$ cat config.mk
export PLATFORM = sky130hd
export DESIGN_NAME = cuca1_mem
export DESIGN_NICKNAME = d
export VERILOG_FILES = /design/src/rtl/cuca1_mem.sv
export SDC_FILE = /design/constraint.sdc
export NUM_CORES = 1
export LEC_CHECK = 0
export ABC_AREA = 1
export BUFFER_PORTS_ARGS = -buffer_cell sky130_fd_sc_hd__buf_2
export CORE_ASPECT_RATIO = 0.7
export CORE_MARGIN = 2
export CORE_UTILIZATION = 30
export DETAILED_ROUTE_END_ITERATION = 10
export PLACE_DENSITY = 0.41
export SLEW_MARGIN = 40
export SYNTH_ARGS = -nofsm -noshare
export SYNTH_HDL_FRONTEND = slang
export SYNTH_SLANG_ARGS = --single-unit
$ cat constraint.sdc
create_clock -name clock -period 2.5 [get_ports clock]
set_input_delay 0.125 -clock clock [delete_from_list [all_inputs] [get_ports clock]]
set_output_delay 0.125 -clock clock [all_outputs]
set_load 0.005 [all_outputs]
$ cat src/rtl/cuca1_mem.sv
// rtl/cuca1_mem.sv - bus-attached word memory with MAR, 2-cycle reads and sticky error
//
// Optional feature macro: CUCA1_MEM_AUTOINC_EN
//   When defined, MAR advances by one (mod 2^BITW) on the edge that leaves
//   RD_DRIVE or WR_DONE; a mar_wr in that same cycle wins over the increment.
//
// Ports:
//   clock    in   1     single rising-edge clock
//   reset    in   1     synchronous active-high reset
//   bus_in   in   BITW  value on the shared CPU bus
//   bus_out  out  BITW  read data towards the bus (0 unless bus_oe)
//   bus_oe   out  1     memory owns the bus this cycle
//   mar_wr   in   1     load MAR from bus_in
//   mem_rd   in   1     read request at MAR
//   mem_wr   in   1     write request of bus_in at MAR
//   ready    out  1     one-cycle completion pulse
//   err      out  1     sticky error (conflicting request or MAR out of range)

module cuca1_mem #(
    parameter int BITW  = 8,
    parameter int DEPTH = 16
) (
    input  logic            clock,
    input  logic            reset,
    input  logic [BITW-1:0] bus_in,
    output logic [BITW-1:0] bus_out,
    output logic            bus_oe,
    input  logic            mar_wr,
    input  logic            mem_rd,
    input  logic            mem_wr,
    output logic            ready,
    output logic            err
);

    localparam int AW = (DEPTH > 1) ? $clog2(DEPTH) : 1;
    // DEPTH may equal 2^BITW, so the range compare needs one extra bit.
    localparam logic [BITW:0] DEPTH_W = (BITW + 1)'(DEPTH);

    typedef enum logic [1:0] {
        IDLE      = 2'd0,
        RD_ACCESS = 2'd1,
        RD_DRIVE  = 2'd2,
        WR_DONE   = 2'd3
    } state_t;

    state_t          r_state;
    state_t          w_next;
    logic [BITW-1:0] r_mar;
    logic [BITW-1:0] r_rdata;
    logic            r_err;
    logic [BITW-1:0] r_mem [DEPTH];

    logic            w_oor;
    logic [AW-1:0]   w_idx;
    logic [BITW-1:0] w_rd_word;
    logic            w_rd_start;
    logic            w_wr_start;
    logic            w_conflict;
    logic            w_bus_oe;
    logic            w_ready;

    assign w_oor     = ({1'b0, r_mar} >= DEPTH_W);
    assign w_idx     = r_mar[AW-1:0];
    assign w_rd_word = w_oor ? '0 : r_mem[w_idx];

    always_ff @(posedge clock) begin
        if (reset) begin
            r_state <= IDLE;
        end else begin
            r_state <= w_next;
        end
    end

    // Requests are only decoded in IDLE; any other state ignores them.
    always_comb begin
        w_next     = r_state;
        w_rd_start = 1'b0;
        w_wr_start = 1'b0;
        w_conflict = 1'b0;
        w_bus_oe   = 1'b0;
        w_ready    = 1'b0;
        case (r_state)
            IDLE: begin
                if (mem_rd && mem_wr) begin
                    w_conflict = 1'b1;
                end else if (mem_rd) begin
                    w_rd_start = 1'b1;
                    w_next     = RD_ACCESS;
                end else if (mem_wr) begin
                    w_wr_start = 1'b1;
                    w_next     = WR_DONE;
                end
            end
            RD_ACCESS: begin
                w_next = RD_DRIVE;
            end
            RD_DRIVE: begin
                w_bus_oe = 1'b1;
                w_ready  = 1'b1;
                w_next   = IDLE;
            end
            WR_DONE: begin
                w_ready = 1'b1;
                w_next  = IDLE;
            end
            default: begin
                w_next = IDLE;
            end
        endcase
    end

    // Array has no reset so committed writes survive a reset.
    always_ff @(posedge clock) begin
        if (!reset && w_wr_start && !w_oor) begin
            r_mem[w_idx] <= bus_in;
        end
    end

    always_ff @(posedge clock) begin
        if (reset) begin
            r_rdata <= '0;
        end else if (w_rd_start) begin
            r_rdata <= w_rd_word;
        end
    end

    always_ff @(posedge clock) begin
        if (reset) begin
            r_err <= 1'b0;
        end else if (w_conflict || ((w_rd_start || w_wr_start) && w_oor)) begin
            r_err <= 1'b1;
        end
    end

    // Requests in the same cycle as mar_wr see the old MAR because the
    // decode above uses r_mar, which only changes at this edge.
    always_ff @(posedge clock) begin
        if (reset) begin
            r_mar <= '0;
        end else if (mar_wr) begin
            r_mar <= bus_in;
        end
`ifdef CUCA1_MEM_AUTOINC_EN
        else if (r_state == RD_DRIVE || r_state == WR_DONE) begin
            r_mar <= r_mar + BITW'(1);
        end
`endif
    end

    assign bus_oe  = w_bus_oe;
    assign ready   = w_ready;
    assign bus_out = w_bus_oe ? r_rdata : '0;
    assign err     = r_err;

endmodule

; ---- Word-level counts from Yosys, hierarchy flattened
; Memories as Yosys holds them, arrays and structs flattened. A register that Yosys moved wholly into a read port is not among the register bits.
; Cells that the tools add are included.
[totals]
register_bits = 19
ramBits = 128
out_inout_bits = 11
wordCells = 43
mem_count = 1
[mem_list]
columns = memory, words, width, rd, rd_clocked_by_memory_dff, wr, line
row1 = r_mem, 16, 8, 1, 1, 1, 51  ; logic [BITW-1:0] r_mem [DEPTH];
[op_classes]
magnitude_cmp = 1
eq_ne = 5
muxes = 21
reduce_logical = 11
[op_table]
columns = cell, count
row1 = $mux 8, 2
row2 = $mux 1, 13
row3 = $ge 8x5->1 const B, 1
row4 = $mux 4, 2
row5 = $mux 2, 3
row6 = $pmux 2 s3, 1
row7 = $eq 2x2->1 const B, 2
row8 = $logic_and 1x1->1, 4
row9 = $ne 3x3->1 const B, 1
row10 = $eq 2x1->1 const B, 1
row11 = $logic_not 1->1, 2
row12 = $logic_not 2->1, 1
row13 = $logic_or 1x1->1, 2
row14 = $ne 2x2->1 const B, 1
row15 = $reduce_and 2->1, 1
row16 = $reduce_or 2->1, 1

; ---- Logic depth before layout (Yosys ltp)
[logic_depth]
depth_word = 8
mapped_depth = 10
mapped_depth_nobuf = 9

; ---- Least setup slack after synthesis
; OpenSTA, ideal clock, no wires.
[synth_timing]
path_kind = register to register
from = register r_state[0]
to = memory r_mem[0][0], enable pin
setup_ns = 0.370
arrival_ns = 1.363
setup_slack_ns = 0.766
path_stages_with_launch = 6
path_buffers = 0
path_cell_list = dfxtp_1 -> nor2_2 -> nand2_1 -> nor4_4 -> nand3_1 -> nor2_1
[synth_via]
elab_chain_cells = 6
[synth_lines]
columns = item, line
row1 = from (decl), 46  ; state_t r_state;
row2 = from (signal assigned), 70  ; r_state <= w_next;
row3 = $logic_not 2->1, 82  ; case (r_state)
row4 = $mux 1, 82
row5 = $logic_and 1x1->1 (2 in series), 114  ; if (!reset && w_wr_start && !w_oor) begin
row6 = $mux 1, 114
row7 = $mux 1 (implied by the code), 115  ; r_mem[w_idx] <= bus_in;
row8 = to (decl), 51
; No other way between the ends.

; ---- Worst setup path after layout
[layout_timing]
from = register r_state[0]
to = memory r_mem[14][0], enable pin
; Same word-level chain as after synthesis.

==> impl_metrics.ini <==
[synth]
ys_seq_elements = 151
syn_nets = 670
yosys_warnings = 0
syn_area_um2 = 6553
seq_area_frac_synth_pct = 65.69
syn_inst = 657
yosysUniqueCellTypes = 21
avgSynthCellArea_um2 = 9.973

[floorplan]
die_h_um = 127.7
start_util_pct = 30.39
ios = 24
fp-row-count = 45
core-area_um2 = 21560
dieArea_um2 = 23060
die_w_um = 180.6

[critical_path]
crit_arrival_ns = 2.12
timing.rr.end = r_mem[14][0]$_DFFE_PP_
slowest_delay_ns = 0.59
cp_slowest_cell = nor2_1
reg2reg_slack_ns = 0.43
crit_required_ns = 2.55
path_cells = nor2_2 -> nand2_1 -> nor4_4 -> nand3_1 -> nor2_1
r2r-start = r_state[0]$_SDFFE_PP0P_
critPathKind = register to register
crit_path_end_kind = register
cp_max_fo = 8
startpoint_type = register
rr_worst_depth = 5

[routing]
drc_errors = 0
final_antenna_net_count = 0
drtIter0Drc = 438
drtPass1Iterations = 5
via_per_inst = 4.465
routedWlPerCell_um = 16.84
routed_wl_um = 16610
num_vias = 4402

[grt]
grt_pass1_wl_um = 25370
grt_usage_pct = 15.14
antenna_found_initial = 0
grt_max_degree = 65
grt_overflow = 0
grt_pass1_vias = 4406

[sta]
tns_ns = 0
slew_headroom_pct = 53.87
rsz0062_at_grt = no
setup_ws_ns = 0.4334
setup_viol = 0
clock_skew_ns = 0.007150
maxSlewViolCount = 0
fin_crit_ns = 2.067
max_freq_ghz = 0.4839
post-route-period-util_pct = 82.66
hold_viol_final = 0
hold_slack_ns = 0.03274
worst_slew_pin_slew_ns = 0.6895

[layout]
final_common_cell = nand2_1
fill_cells = 2213
diodes = 0
drive_above_1_share_pct = 12.50
fin_nets = 705
utilization_pct = 34.89
finalNonFillerCells = 986
area_delta_synth_final_pct = 14.82
layout_common_cells = nand2_1 (199), edfxtp_1 (128), inv_1 (115)

[place]
hpwl_um = 10870
placedCellCount = 954
place_congestion = 0.8766
dp_slack_ns = 0.4514
portBuffers = 23

[run]
maxCapViolations = 0

[power]
p_leak_uw = 0.003115
ir_drop_v = 0.0003467
powerDensity_nw_per_um2 = 746.2

[min_path]
hold_end = err$_SDFFE_PP0P_
worstHoldPathType = primary input to register
hp-start = mem_rd
worstHoldPathCells = 3

[cts]
cts_sinks = 151
post_cts_buffers = 0
clk_pin_slew_ns = 0.06
numCtsBuffers = 17
cts_tree = done
clock_latency_ns = 0.42
cts_buffer_depth = 2
cts-root-buf = clkbuf_16
htreeDepth = 4

[run_status]
status = finished, final reports clean
-- state kept, by name, indices dropped and copies added, names as in the netlist, named ones only --
signal / flops
r_mem: 128
r_rdata: 8
err: 1
r_mar: 8
r_state: 2
-- cells in the mapped netlist --
cell type    n  share of area, %
nor2_4       1              0.17
buf_12       2              0.61
buf_2       14               1.1
nor2_1      36               2.1
nor4_4       1              0.32
o21ai_0      1             0.076
buf_4        3              0.34
a21oi_2      8               1.1
inv_1      115               6.6
inv_2        3              0.17
nand3_1    101               7.7
clkbuf_1     2              0.11
nor2_2       2              0.19
a21oi_1      6              0.46
buf_6        2              0.34
nor4_1       1             0.096
clkbuf_8     5               1.1
nand2_1    199                11
a211oi_1     4              0.46
dfxtp_1     23               7.0
edfxtp_1   128                59
-- logic make-up after synthesis --
kind of cell           after synthesis  share of synthesized area (%)
buffers and inverters              146                          10.29
AO/OA/AOI/OAI                       19                          2.062
flip-flops                         151                          65.69
AND/OR/NAND/NOR                    341                          21.96
-- where the power goes --
group	total, uW	switching, uW	leakage (uW)	internal [uW]
logic	407	301	0.00151	106
registers	2770	17.4	0.00134	2760
clock network	2430	984	0.000266	1450
-- per-layer routing --
| metal | up-vias | track usage [%] | part of all wire, % |
|---|---|---|---|
| met5 | - | 0 | 0 |
| met2 | 80 | 21.87 | 42 |
| li1 | 2170 | - | - |
| met4 | 0 | 4.649 | 1.4 |
| met1 | 2135 | 21.99 | 51 |
| met3 | 17 | 4.233 | 5.3 |
-- stage by stage --
| step | cell area (um^2) | total power [uW] |
|---|---|---|
| after floorplan | 6553 | 3090 |
| after detailed placement | 6953 | 3235 |
| after global routing | 7523 | 5845 |
| after global placement | 6953 | 3236 |
| final | 7523 | 5614 |
| after CTS | 7523 | 5680 |
-- final cells by class --
cell class              count  area, um^2  share of cell area, %
clock buffers              17       425.4                  5.654
well taps                 282       352.8                  4.690
inverters                 118       442.9                  5.887
multi-input cells         360        1574                  20.92
repair buffers             44       287.8                  3.825
clock inverters            14       135.1                  1.796
flip-flops and latches    151        4305                  57.23
-- worst max-delay path by stage --
stage	from	to	slack [ns]	cells past startpoint
floorplan	r_state[0]$_SDFFE_PP0P_	r_mem[0][0]$_DFFE_PP_	0.77	5
global placement	r_state[0]$_SDFFE_PP0P_	r_mem[12][5]$_DFFE_PP_	0.50	6
detailed placement	r_state[0]$_SDFFE_PP0P_	r_mem[14][2]$_DFFE_PP_	0.45	5
CTS	r_state[0]$_SDFFE_PP0P_	r_mem[14][0]$_DFFE_PP_	0.44	5
global route	r_state[0]$_SDFFE_PP0P_	r_mem[14][3]$_DFFE_PP_	0.28	5
finish	r_state[0]$_SDFFE_PP0P_	r_mem[14][0]$_DFFE_PP_	0.43	5
-- worst max-delay path: cells and delay by family, from the launching register on --
| family | cells | cell delay, ns |
|---|---|---|
| DFF | 1 | 0.33 |
| and+or+nand+nor | 5 | 1.38 |
-- what timing repair did --
| item | 4_1_cts | 5_1_grt |
|---|---|---|
| hold buffers | 1 | 0 |
| gates resized for setup | 0 | 0 |
| setup endpoints to repair | 0 | 0 |
| hold endpoints to repair | 4 | 0 |
No activity file was read; power rests on OpenSTA's default activity.
